$ cat config.mk
export PLATFORM = sky130hd
export DESIGN_NAME = panda_pipeline_controller
export DESIGN_NICKNAME = d
export VERILOG_FILES = /design/src/rtl/panda_pkg.sv /design/src/rtl/panda_pipeline_controller.sv
export SDC_FILE = /design/constraint.sdc
export NUM_CORES = 1
export LEC_CHECK = 0
export BUFFER_PORTS_ARGS = -buffer_cell sky130_fd_sc_hd__clkbuf_2
export CAP_MARGIN = 40
export CORE_MARGIN = 3
export CORE_UTILIZATION = 45
export CTS_BUF_LIST = sky130_fd_sc_hd__clkbuf_2 sky130_fd_sc_hd__clkbuf_4 sky130_fd_sc_hd__clkbuf_8
export CTS_CLUSTER_DIAMETER = 40
export DETAILED_ROUTE_END_ITERATION = 6
export GPL_ROUTABILITY_DRIVEN = 1
export GPL_TIMING_DRIVEN = 0
export PLACE_DENSITY = 0.84
export SETUP_SLACK_MARGIN = 0.3
export SYNTH_ARGS = -nofsm -noshare
export SYNTH_HDL_FRONTEND = slang
export SYNTH_SLANG_ARGS = --single-unit
export TNS_END_PERCENT = 100
$ cat constraint.sdc
create_clock -name clk_i -period 2.11 [get_ports clk_i]
set_input_delay 0.211 -clock clk_i [delete_from_list [all_inputs] [get_ports clk_i]]
set_output_delay 0.211 -clock clk_i [all_outputs]
set_load 0.005 [all_outputs]
$ cat src/rtl/panda_pkg.sv
// Shared types for the Panda pipeline control path: sequencer states, redirect
// causes and the default trap entry point.
package panda_pkg;

   typedef enum logic [2:0] {
      RUN,
      DRAIN,
      TRAP,
      HALT,
      RESUME
   } ctrl_state_e;

   typedef enum logic {
      CAUSE_TRAP,
      CAUSE_HALT
   } ctrl_cause_e;

   localparam logic [31:0] TRAP_VECTOR_DEFAULT = 32'h0000_0100;

endpackage

$ cat src/rtl/panda_pipeline_controller.sv
// Stall/flush/redirect sequencer for the 5-stage Panda pipeline: merges ID hazards
// with memory waits and sequences illegal-instruction traps and debug halt/resume.
module panda_pipeline_controller
   import panda_pkg::*;
#(
   parameter logic [31:0] TrapVector  = TRAP_VECTOR_DEFAULT,
   parameter int unsigned DrainCycles = 3
) (
   input  logic        clk_i,
   input  logic        rst_ni,
   input  logic        id_valid_i,
   input  logic [31:0] id_pc_i,
   input  logic        id_bubble_i,
   input  logic        id_change_flow_i,
   input  logic        id_illegal_i,
   input  logic        imem_wait_i,
   input  logic        lsu_wait_i,
   input  logic        halt_req_i,
   input  logic        resume_i,
   output logic        stall_if_o,
   output logic        stall_id_o,
   output logic        stall_ex_o,
   output logic        flush_if_o,
   output logic        flush_id_o,
   output logic        redirect_o,
   output logic [31:0] redirect_pc_o,
   output logic [31:0] epc_o,
   output logic        halted_o
);

   localparam int CntW = $clog2(DrainCycles + 1);
   localparam logic [CntW-1:0] CntLoad = CntW'(DrainCycles - 1);

   ctrl_state_e     state_q, state_d;
   ctrl_cause_e     cause_q, cause_d;
   logic [CntW-1:0] cnt_q, cnt_d;
   logic [31:0]     epc_q, epc_d;

   logic stall_if, stall_id, stall_ex, flush_if, flush_id;

   always_comb begin
      state_d  = state_q;
      cause_d  = cause_q;
      cnt_d    = cnt_q;
      epc_d    = epc_q;
      stall_if = 1'b0;
      stall_id = 1'b0;
      stall_ex = 1'b0;
      flush_if = 1'b0;
      flush_id = 1'b0;
      case (state_q)
         RUN: begin
            if (lsu_wait_i) begin
               stall_if = 1'b1;
               stall_id = 1'b1;
               stall_ex = 1'b1;
            end else if (id_bubble_i) begin
               stall_if = 1'b1;
               stall_id = 1'b1;
               flush_id = 1'b1;
            end else if (id_valid_i && (id_illegal_i || halt_req_i)) begin
               // Squash the ID instruction and let older ones retire before redirecting.
               epc_d    = id_pc_i;
               cause_d  = id_illegal_i ? CAUSE_TRAP : CAUSE_HALT;
               cnt_d    = CntLoad;
               stall_if = 1'b1;
               flush_if = 1'b1;
               flush_id = 1'b1;
               state_d  = DRAIN;
            end else if (id_change_flow_i) begin
               flush_if = 1'b1;
            end else if (imem_wait_i) begin
               stall_if = 1'b1;
               flush_if = 1'b1;
            end
         end
         DRAIN: begin
            stall_if = 1'b1;
            flush_if = 1'b1;
            flush_id = 1'b1;
            if (lsu_wait_i) begin
               stall_ex = 1'b1;
            end else if (cnt_q == '0) begin
               state_d = (cause_q == CAUSE_TRAP) ? TRAP : HALT;
            end else begin
               cnt_d = cnt_q - CntW'(1);
            end
         end
         TRAP: begin
            flush_if = 1'b1;
            flush_id = 1'b1;
            state_d  = RUN;
         end
         HALT: begin
            stall_if = 1'b1;
            flush_if = 1'b1;
            flush_id = 1'b1;
            if (resume_i) state_d = RESUME;
         end
         RESUME: begin
            flush_if = 1'b1;
            flush_id = 1'b1;
            state_d  = RUN;
         end
         default: state_d = RUN;
      endcase
   end

   always_ff @(posedge clk_i or negedge rst_ni) begin
      if (!rst_ni) begin
         state_q <= RUN;
         cause_q <= CAUSE_TRAP;
         cnt_q   <= '0;
         epc_q   <= '0;
      end else begin
         state_q <= state_d;
         cause_q <= cause_d;
         cnt_q   <= cnt_d;
         epc_q   <= epc_d;
      end
   end

   // Gating with rst_ni keeps every output low while reset is held, even with lsu_wait_i up.
   assign stall_if_o    = rst_ni & stall_if;
   assign stall_id_o    = rst_ni & stall_id;
   assign stall_ex_o    = rst_ni & stall_ex;
   assign flush_if_o    = rst_ni & flush_if;
   assign flush_id_o    = rst_ni & flush_id;
   assign redirect_o    = (state_q == TRAP) || (state_q == RESUME);
   assign redirect_pc_o = (state_q == TRAP)   ? TrapVector :
                          (state_q == RESUME) ? epc_q      : 32'h0;
   assign epc_o         = epc_q;
   assign halted_o      = (state_q == HALT);

endmodule

* After elaboration in Yosys (flattened, before gate mapping)
Cells that the tools add are included.
Word-level totals: bits of input ports 42, logic and storage cells 72, register bits 38, output and inout bits 71
Operators by class: multiplexer cells 37, eq/ne operators 11, add/subtract/negate cells 1, bitwise gates (word level) 7, reductions and logical operators 12
Operators by type and width (number):
- $mux W32 | 2
- $mux W1 | 19
- $mux W3 | 6
- $ne A2 B2 Y1 const B | 7
- $reduce_and A6 Y1 | 2
- $mux W2 | 5
- $pmux W3 S3 | 1
- $eq A3 B2 Y1 const B | 2
- $pmux W1 S2 | 3
- $and A1 B1 Y1 | 5
- $pmux W2 S2 | 1
- $reduce_and A4 Y1 | 1
- $reduce_or A2 Y1 | 2
- $reduce_or A4 Y1 | 1
- $eq A3 B1 Y1 const B | 1
- $eq A3 B3 Y1 const B | 1
- $logic_not A3 Y1 | 1
- $logic_not A2 Y1 | 1
- $logic_or A1 B1 Y1 | 2
- $not A1 Y1 | 2
- $reduce_bool A2 Y1 | 1
- $sub A2 B1 Y2 const B | 1
- $logic_and A1 B1 Y1 | 1

* Logic depth before layout (Yosys ltp)
Gate-level depths: netlist of run 1.
depth in word-level cells 7, gate-level depth with buffers 5, depth with buffers taken out 5

* Worst setup path after synthesis of run 1
OpenSTA, ideal clock, no wires.
path kind reg-to-reg, from reg state_q[0], to reg epc_q[0], in the netlist epc_o[0], cell stages (with the launch flop) 6, required time 1985 ps, path slack 654 ps, setup time 125 ps, path buffers 2, period minus slack after synthesis 1456 ps, arrival time 1330 ps, cells stage by stage dfrtp_1 buf_6 nor3_4 nand3_4 buf_6 mux2_4
On the way: longest elaborated chain between the ends 2
RTL lines:
- start: declaration | RTL line panda_pipeline_controller.sv:34 | ctrl_state_e state_q, state_d;
- start signal: assignment | RTL line panda_pipeline_controller.sv:116 | state_q <= state_d;
- $logic_not A3 Y1 | RTL line panda_pipeline_controller.sv:51 | case (state_q)
- $reduce_and A4 Y1 (no line)
- end signal: assignment | RTL line panda_pipeline_controller.sv:119 | epc_q <= epc_d;
- end: declaration | RTL line panda_pipeline_controller.sv:37 | logic [31:0] epc_q, epc_d;
No other way between the ends. A chain may end at the register's enable or synchronous reset.

* Worst setup path after layout of run 1
from reg state_q[2], to out redirect_pc_o[16]
On the way: longest elaborated chain between the ends 3, elaborated cells on any way between the ends 4, those cells by class eq/ne (2); mux (2)
RTL lines:
- $eq A3 B3 Y1 | RTL line panda_pipeline_controller.sv:131 | (state_q == RESUME) ? epc_q : 32'h0;
- $mux W32 | RTL line panda_pipeline_controller.sv:131
- $mux W32 * | RTL line panda_pipeline_controller.sv:130 | assign redirect_pc_o = (state_q == TRAP) ? TrapVector :
- end: declaration | RTL line panda_pipeline_controller.sv:26 | output logic [31:0] redirect_pc_o,
Every way passes the cells marked *; elsewhere a longest branch is shown, timed or not.

==> results.txt, run 1 <==
Status: finished clean
CP max-delay cell: dfrtp_2
Clock sinks: 38
Worst Path Max Fanout: 10
Design Area, Final: 2840 um2
IO Count: 113
Finish-stage setup viols: 0
Largest net degree at the start of global routing: 23
Area growth, synth to finish: 40.2%
Cells on worst reg2reg path: 5
GR Overflow Total: 0
Post-synthesis sequential area ratio: 0.469
Vias: 1751
Yosys reg bits: 38
Net switching power: 1.13 mW
Root Buffer: clkbuf_8
YS warnings: 0
Clock buffer depth: 2
Startpoint types: flop
Share of layout cells above drive strength 1: 0.604
I/O Buffers: 112
Final min period: 1700 ps
ANT cells: 0
Full die area: 5350 um2
EDFF count, synth: 0
Hold depth: 2
Final period util: 0.807
Min Hold Slack: 132 ps
Overall Global Routing Usage: 0.209
Reg2Reg Setup Slack: 520 ps
Worst R2R Start: state_q[0]
Int Pwr: 2.28 mW
Worst slew pin tran: 756 ps
Starting density of the core: 0.486
Die W: 73.1 um
Antenna-violating nets left: 0
Vias per cell: 5.23
Final worst slack: 408 ps
Syn Nets: 205
Reg2Reg Capture Point: epc_o[1]
Skew-Pair Late Insertion Delay: 290 ps
Register area: 953 um2
CP Capture Type: output pin
Hold path start: id_illegal_i
Num rows: 23
Critical Path RT: 1900 ps
Comb pwr share: 0.414
GP Congestion: 0.791
RSZ-0062 raised after global routing: false
Mapped Avg Cell Area: 12.5 um2
Max Cap Viol: 0
Sw Share: 0.330
CP max stage delay: 450 ps
Chip Height: 73.1 um
Pwr per Cell Area: 1200 nW/um2
Final HPWL DP: 4050 um
Hold EP: cause_q
Dpl cell area: 2680 um2
HP Class: input pin to flop
Worst path cell trace: clkbuf_4 > clkbuf_2 > and3_1 > clkbuf_2
Vias in the first global route: 1714
Nets: 327
Post-Syn Area: 2030 um2
Setup tns final: 0 ps
Clock power frac: 0.183
Peak VDD IR: 0.000569 V
Post-Place Setup Slack: 343 ps
DRT Pass-1 Iters: 4
Static leakage: 1.69 nW
Htree depth: 2
Skew final: 6.43 ps
Final Hold Fails: 0
Ys async rst share: 1.00
Commonest non-fill, non-tap cells in the layout: clkbuf_2 (115), dfrtp_1 (36), and3_1 (32)
Multi-input combinational cell area: 995 um2
Final Max Tran Viols: 0
Flop pwr share: 0.403
Total CTS buffers: 5
Critical Path AT: 1490 ps
WL final: 5360 um
Filler instances: 320
DR WL/cell: 16.0 um
Synth Instances: 162
Placeable Area: 4170 um2
Distinct cells, synth: 33
DRC: 0
CTS tree: yes
Setup bufs post-CTS: 0
Clock slew at reported path FFs: 80 ps
Top FF cell, synth: dfrtp_1
Commonest non-fill, non-tap cell in the layout: clkbuf_2
Initial antenna violation count: 0
First-pass GRT wire length: 8520 um
Slew HR: 0.496
Max Fclk: 587 MHz
Most frequent CP cell: clkbuf_2
CP Class: flop to output pin
Initial DRC Count: 77
## synthesized netlist by cell type, types with 2 or more instances
master | count | area share
mux2_4 | 29 | 0.21
nor2_1 | 2 | 0.0037
and3_1 | 32 | 0.099
nand3b_1 | 2 | 0.0074
inv_1 | 4 | 0.0074
clkbuf_1 | 8 | 0.015
buf_6 | 4 | 0.022
mux2_2 | 5 | 0.028
dfrtp_1 | 38 | 0.47
mux2i_1 | 2 | 0.0099
nand2b_1 | 5 | 0.015
nand2_1 | 3 | 0.0056
a21oi_1 | 6 | 0.015
o21ai_0 | 2 | 0.0049
o211ai_1 | 2 | 0.0074
## through the flow
| step | power (mW) | utilization | cells |
|---|---|---|---|
| 2_1_floorplan | 2.14 | - | 162 |
| 3_3_place_gp | 2.68 | 0.635 | 324 |
| 3_5_place_dp | 2.75 | 0.642 | 325 |
| 4_1_cts | 3.40 | 0.677 | 335 |
| 5_1_grt | 3.63 | 0.682 | 335 |
| 6_report | 3.41 | 0.682 | 335 |
## routing by layer
metal / up-vias / wire length [um] / global-route usage
li1: 826 / - / -
met1: 848 / 2210 / 0.266
met2: 75 / 2650 / 0.341
met3: 2 / 469 / 0.0675
met4: 0 / 32 / 0.0553
met5: - / 0 / 0
## worst max-delay path by stage
stage / start / end / slack [ps] / cells after the start
after detailed placement: state_q[2] / redirect_pc_o[12] / 340 / 4
after global placement: rst_ni / stall_ex_o / 350 / 4
final: state_q[2] / redirect_pc_o[16] / 410 / 4
after CTS: state_q[0] / redirect_pc_o[12] / 310 / 5
after global routing: state_q[2] / redirect_pc_o[14] / 320 / 4
after floorplan: state_q[0] / epc_o[0] / 650 / 5
## power groups by stage
stage / combinational, mW / clock [mW] / sequential, mW
after floorplan: 0.807 / 0 / 1.34
after global placement: 1.33 / 0 / 1.35
after detailed placement: 1.39 / 0 / 1.36
after CTS: 1.41 / 0.631 / 1.36
after global routing: 1.55 / 0.665 / 1.42
final: 1.41 / 0.622 / 1.37
## state kept, by name (all words and copies together), names as in the netlist
name / flops
cnt_q: 2
epc_o: 32
state_q: 3
cause_q: 1
## timing repair
action	in CTS	in global routing
hold buffers	2	0
endpoints found under the hold margin	16	0
resized for setup	9	13
endpoints found under the setup margin	32	49
## cell families (layout without fill, tap and decap cells)
logic type               count (synthesis)  after routing  share of synthesized area
AND/OR/NAND/NOR                         54             54                      0.173
flip-flops                              38             38                      0.469
multiplexers                            36             36                      0.252
AO/OA/AOI/OAI                           17             17                     0.0555
buffers and inverters                   16            139                     0.0444
adder cells (fa/ha/maj)                  1              1                    0.00617
## area by class of cell
type                    count  area share
clock inverters             3      0.0158
well taps                  50      0.0220
multi-input cells         108       0.350
clock buffers               5      0.0242
plain buffers              12      0.0330
inverters                   4     0.00528
flip-flops and latches     38       0.335
repair buffers            115       0.215
## worst max-delay path, delay by kind of cell, from the launching register on
kind	cells	cell delay (ps)
simple gates	1	190
flops	1	450
buf+inv	3	550
Power figures use the tool's default switching activity.
==> run 2: changes to the inputs <==
- clock period: 2.11 -> 1.6 ns (I/O delays scaled with it)
==> results.txt, run 2 (synthesized netlist as in run 1, its figures left out) <==
Full die area: 5350 um2
Commonest non-fill, non-tap cells in the layout: clkbuf_2 (95), dfrtp_1 (36), mux2_4 (32)
Post-Layout Cell Count: 353
Root Buffer: clkbuf_8
Fin util: 0.786
First-pass GRT wire length: 9030 um
GR Overflow Total: 0
CP Buf/Inv Count: 3
Failing checks: setup timing
Cells on worst reg2reg path: 4
Post-Place Setup Slack: -81.8 ps
Worst R2R Start: state_q[2]
Worst slew pin tran: 790 ps
Vias: 1846
Die W: 73.1 um
Final worst slack: -41.3 ps
CP max-delay cell: dfrtp_2
Finish-stage setup viols: 28
Vias per cell: 5.23
Setup tns final: -434 ps
Chip Height: 73.1 um
Design Area, Final: 3280 um2
Max Cap Viol: 0
Final period util: 1.03
Commonest non-fill, non-tap cell in the layout: clkbuf_2
CP Capture Type: output pin
Final Hold Fails: 0
Initial DRC Count: 37
Skew final: 3.85 ps
Placeable Area: 4170 um2
Starting density of the core: 0.486
HP Class: input pin to flop
Antenna-violating nets left: 0
Max Fclk: 609 MHz
Nets: 345
Status: complete, but fails checks
Static leakage: 1.88 nW
Skew-Pair Late Insertion Delay: 290 ps
Critical Path AT: 1480 ps
Min Hold Slack: 79.7 ps
Total CTS buffers: 5
Htree depth: 2
Area growth, synth to finish: 61.7%
Worst Path Max Fanout: 10
Clock sinks: 38
CP Class: flop to output pin
Clock buffer depth: 2
DRC: 0
CP max stage delay: 440 ps
I/O Buffers: 112
GP Congestion: 0.818
Peak VDD IR: 0.000946 V
Clock slew at reported path FFs: 80 ps
DR WL/cell: 17.6 um
Filler instances: 249
ANT cells: 0
Worst path cell trace: clkbuf_8 > clkbuf_2 > and3_1 > buf_2
Reg2Reg Setup Slack: 10 ps
Vias in the first global route: 1763
Worst setup startpoint: state_q[2]
Delay-heaviest family, CP: buffers and inverters
Reg2Reg Capture Point: epc_o[9]
Final Max Tran Viols: 0
DP Cell Count: 325
Max reg flops: 32
Largest net degree at the start of global routing: 23
Critical Path RT: 1440 ps
Share of layout cells above drive strength 1: 0.686
Overall Global Routing Usage: 0.220
Dpl cell area: 2680 um2
WL final: 6200 um
Total power: 5.06 mW
RSZ-0062 raised after global routing: true
Pwr per Cell Area: 1540 nW/um2
DRT Pass-1 Iters: 4
IO Count: 113
Startpoint types: flop
Slew HR: 0.473
Final HPWL DP: 4040 um
Critical path depth in cells: 4
Initial antenna violation count: 0
End point of the critical path: redirect_pc_o[18]
Final min period: 1640 ps
Num rows: 23
CTS tree: yes
==> run 2: cell count changes in the layout (fill, tap and decap cells not counted), sizes merged <==
| cell | delta |
|---|---|
| buf | +36 |
| clkbuf | -17 |
| bufinv | -1 |
| clkinv | +1 |
| clkinvlp | -1 |
==> run 2: layout make-up <==
| class | count | area (um2) | area share |
|---|---|---|---|
| flip-flops and latches | 38 | 953 | 0.291 |
| multi-input cells | 108 | 1120 | 0.343 |
| inverters | 4 | 15.0 | 0.00458 |
| clock buffers | 6 | 82.6 | 0.0252 |
| plain buffers | 12 | 158 | 0.0481 |
| clock inverters | 2 | 12.5 | 0.00382 |
| well taps | 50 | 62.6 | 0.0191 |
| repair buffers | 133 | 872 | 0.266 |
==> run 2: worst reg2reg max path: stages, from the launching register on <==
cell and delay, ps:
dfrtp_2 460, nor3_4 270, nand3_4 210, buf_12 230, mux2_4 300
==> run 2: worst min-delay path by stage <==
| stage | cells after the start | startpoint | endpoint |
|---|---|---|---|
| after global placement | 1 | rst_ni | epc_o[19] |
| after CTS | 2 | id_illegal_i | cause_q |
| after floorplan | 0 | rst_ni | cause_q |
| after global routing | 2 | id_pc_i[10] | epc_o[10] |
| after detailed placement | 1 | rst_ni | epc_o[19] |
| final | 2 | id_illegal_i | cause_q |
==> run 2: what timing repair did <==
item / 4_1_cts / 5_1_grt
cloned: 2 / 2
endpoints found under the hold margin: 16 / 0
setup endpoints to repair: 74 / 78
pin swaps: 5 / 5
buffers inserted: 10 / 4
hold buffers: 2 / 0
resized for setup: 45 / 39
==> run 2: metal layers <==
layer | vias up | global-route usage | part of all wire
met5 | - | 0 | 0
met4 | 0 | 0.0553 | 0.016
met3 | 7 | 0.0592 | 0.066
met2 | 75 | 0.362 | 0.51
met1 | 902 | 0.286 | 0.41
li1 | 862 | - | -
==> run 2: where the power goes <==
group | internal [mW] | switching, mW
Sequential | 1.43 | 0.393
Clock | 0.347 | 0.359
Combinational | 1.58 | 0.950
Total | 3.35 | 1.70
==> run 3: changes to the inputs <==
- ABC_AREA: unset -> 1
- PLACE_DENSITY: 0.84 -> 0.83
- REMOVE_ABC_BUFFERS: unset -> 1
- clock period: 1.6 -> 1.8 ns (I/O delays scaled with it)
==> results.txt, run 3 <==
Post-synth top area cell: dfrtp_1
Pwr per Cell Area: 1480 nW/um2
Final Hold Fails: 0
Area growth, synth to finish: 46.4%
Skew final: 8.54 ps
GR Overflow Total: 0
DRT Pass-1 Iters: 4
Initial antenna violation count: 0
Htree depth: 2
Skew-Pair Late Insertion Delay: 280 ps
Setup tns final: 0 ps
Clock sinks: 38
Commonest non-fill, non-tap cells in the layout: clkbuf_2 (108), nand2_1 (53), inv_1 (44)
Worst path cell trace: inv_4 > buf_6 > nand3_4 > nand2_2 > nor2_2 > a21oi_2 > clkbuf_2
First-pass GRT wire length: 9740 um
Finish-stage setup viols: 0
Vias in the first global route: 2079
Largest cells by area after synthesis: dfrtp_1 (44%), nand2_2 (10%), nand2_1 (9.5%), nand3_1 (9.4%), inv_1 (7.7%)
I/O Buffers: 112
Grt met3 use: 0.0607
CP max-delay cell: dfrtp_2
CP Class: flop to output pin
Vias: 2323
IO Count: 113
Mapped Avg Cell Area: 7.63 um2
Static leakage: 1.81 nW
Max Cap Viol: 0
Most frequent cell after synthesis: nand2_1
Die W: 75.6 um
RSZ-0062 raised after global routing: true
Startpoint types: flop
HP Class: input pin to flop
Worst slew pin tran: 688 ps
Post-Place Setup Slack: -81.6 ps
Critical Path RT: 1620 ps
Initial DRC Count: 108
DP Cell Count: 439
Root Buffer: clkbuf_8
Overall Global Routing Usage: 0.228
Distinct cells, synth: 22
Final worst slack: 159 ps
GR Util met1: 0.260
Post-Layout Cell Count: 471
EDFF count, synth: 0
ANT cells: 0
Starting density of the core: 0.484
Register area: 955 um2
Post-Syn Area: 2180 um2
WL final: 6710 um
Largest net degree at the start of global routing: 35
Peak VDD IR: 0.000896 V
CP Capture Type: output pin
Final HPWL DP: 3750 um
Final Max Tran Viols: 0
Placeable Area: 4500 um2
Max Fclk: 609 MHz
Filler instances: 352
Slew HR: 0.540
Status: finished clean
Multi-input combinational cell area: 1070 um2
Grt peak-use layer: met2
Top FF cell, synth: dfrtp_1
YS warnings: 0
Num rows: 24
Nets: 463
Total CTS buffers: 5
DR WL/cell: 14.2 um
Yosys top cell area share: 0.436
Post-synthesis sequential area ratio: 0.436
Synth Instances: 286
CTS tree: yes
Chip Height: 75.6 um
Antenna-violating nets left: 0
Clock buffer depth: 2
Clock slew at reported path FFs: 70 ps
Final period util: 0.912
Yosys reg bits: 38
Worst Path Max Fanout: 5
Full die area: 5720 um2
GP Congestion: 0.791
DRC: 0
Met2 Use GR: 0.396
Ys async rst share: 1.00
Share of layout cells above drive strength 1: 0.518
Final min period: 1640 ps
Commonest non-fill, non-tap cell in the layout: clkbuf_2
Vias per cell: 4.93
Max reg flops: 32
Critical Path AT: 1460 ps
CP max stage delay: 470 ps
Leading cell types by count after synthesis: nand2_1 (55), inv_1 (45), nand3_1 (41)
run 3: repair_timing:
action | in CTS | in global routing
pin swaps | 5 | 7
hold buffers | 2 | 0
endpoints found under the hold margin | 15 | 0
gates resized for setup | 17 | 28
setup endpoints to repair | 44 | 70
gates cloned | 4 | 1
buffers inserted | 15 | 4
run 3: layout make-up:
cell class / instances / area share
sequential: 38 / 0.299
inverter: 50 / 0.0666
clock buffer: 6 / 0.0259
timing repair buffer: 134 / 0.250
tap: 52 / 0.0204
timing repair inverter: 1 / 0.00274
multi-input combinational: 190 / 0.335
run 3: cells by family after synthesis:
family | count (synthesis) | synth area share
AOI/OAI and AO/OA | 7 | 0.0161
and+or+nand+nor | 178 | 0.400
buffers and inverters | 62 | 0.142
adders and majority gates | 1 | 0.00574
DFF | 38 | 0.436
run 3: power by group:
group          switching [mW]  internal (mW)  total, mW
clock network           0.286          0.296      0.582
logic                    1.41           1.09       2.51
registers               0.388           1.24       1.63
run 3: worst max-delay path: cells and delay by family, from the launching register on:
| kind | cells | cell delay, ps |
|---|---|---|
| AO/OA/AOI/OAI | 1 | 130 |
| flip-flops | 1 | 470 |
| buffers and inverters | 3 | 340 |
| AND/OR/NAND/NOR | 3 | 250 |
run 3: per-layer routing:
layer | routed length, um | share of wire | vias up
met2 | 3380 | 0.50 | 108
met3 | 472 | 0.070 | 16
met1 | 2690 | 0.40 | 1063
li1 | - | - | 1136
met5 | 0 | 0 | -
met4 | 162 | 0.024 | 0
run 3: worst paths after layout:
check / from / end / slack, ps / cells past startpoint
worst max-delay path: state_q[1] / flush_if_o / 160 / 7
worst min-delay path: id_illegal_i / cause_q / 100 / 2
worst max register to register: state_q[1] / cnt_q[1] / 330 / 8
worst min register to register: cause_q / cause_q / 500 / 2
max in group asynchronous: rst_ni / state_q[0] / 820 / 2
min in group asynchronous: rst_ni / state_q[2] / 510 / 2
run 3: metrics by stage:
stage	power, mW	utilization	area, um2	hold slack, ps
6_report	4.72	0.709	3190	101
5_1_grt	5.10	0.709	3190	111
2_1_floorplan	2.66	-	2070	-116
3_5_place_dp	3.40	0.604	2720	160
4_1_cts	4.48	0.680	3060	92.5
3_3_place_gp	3.32	0.598	2690	377
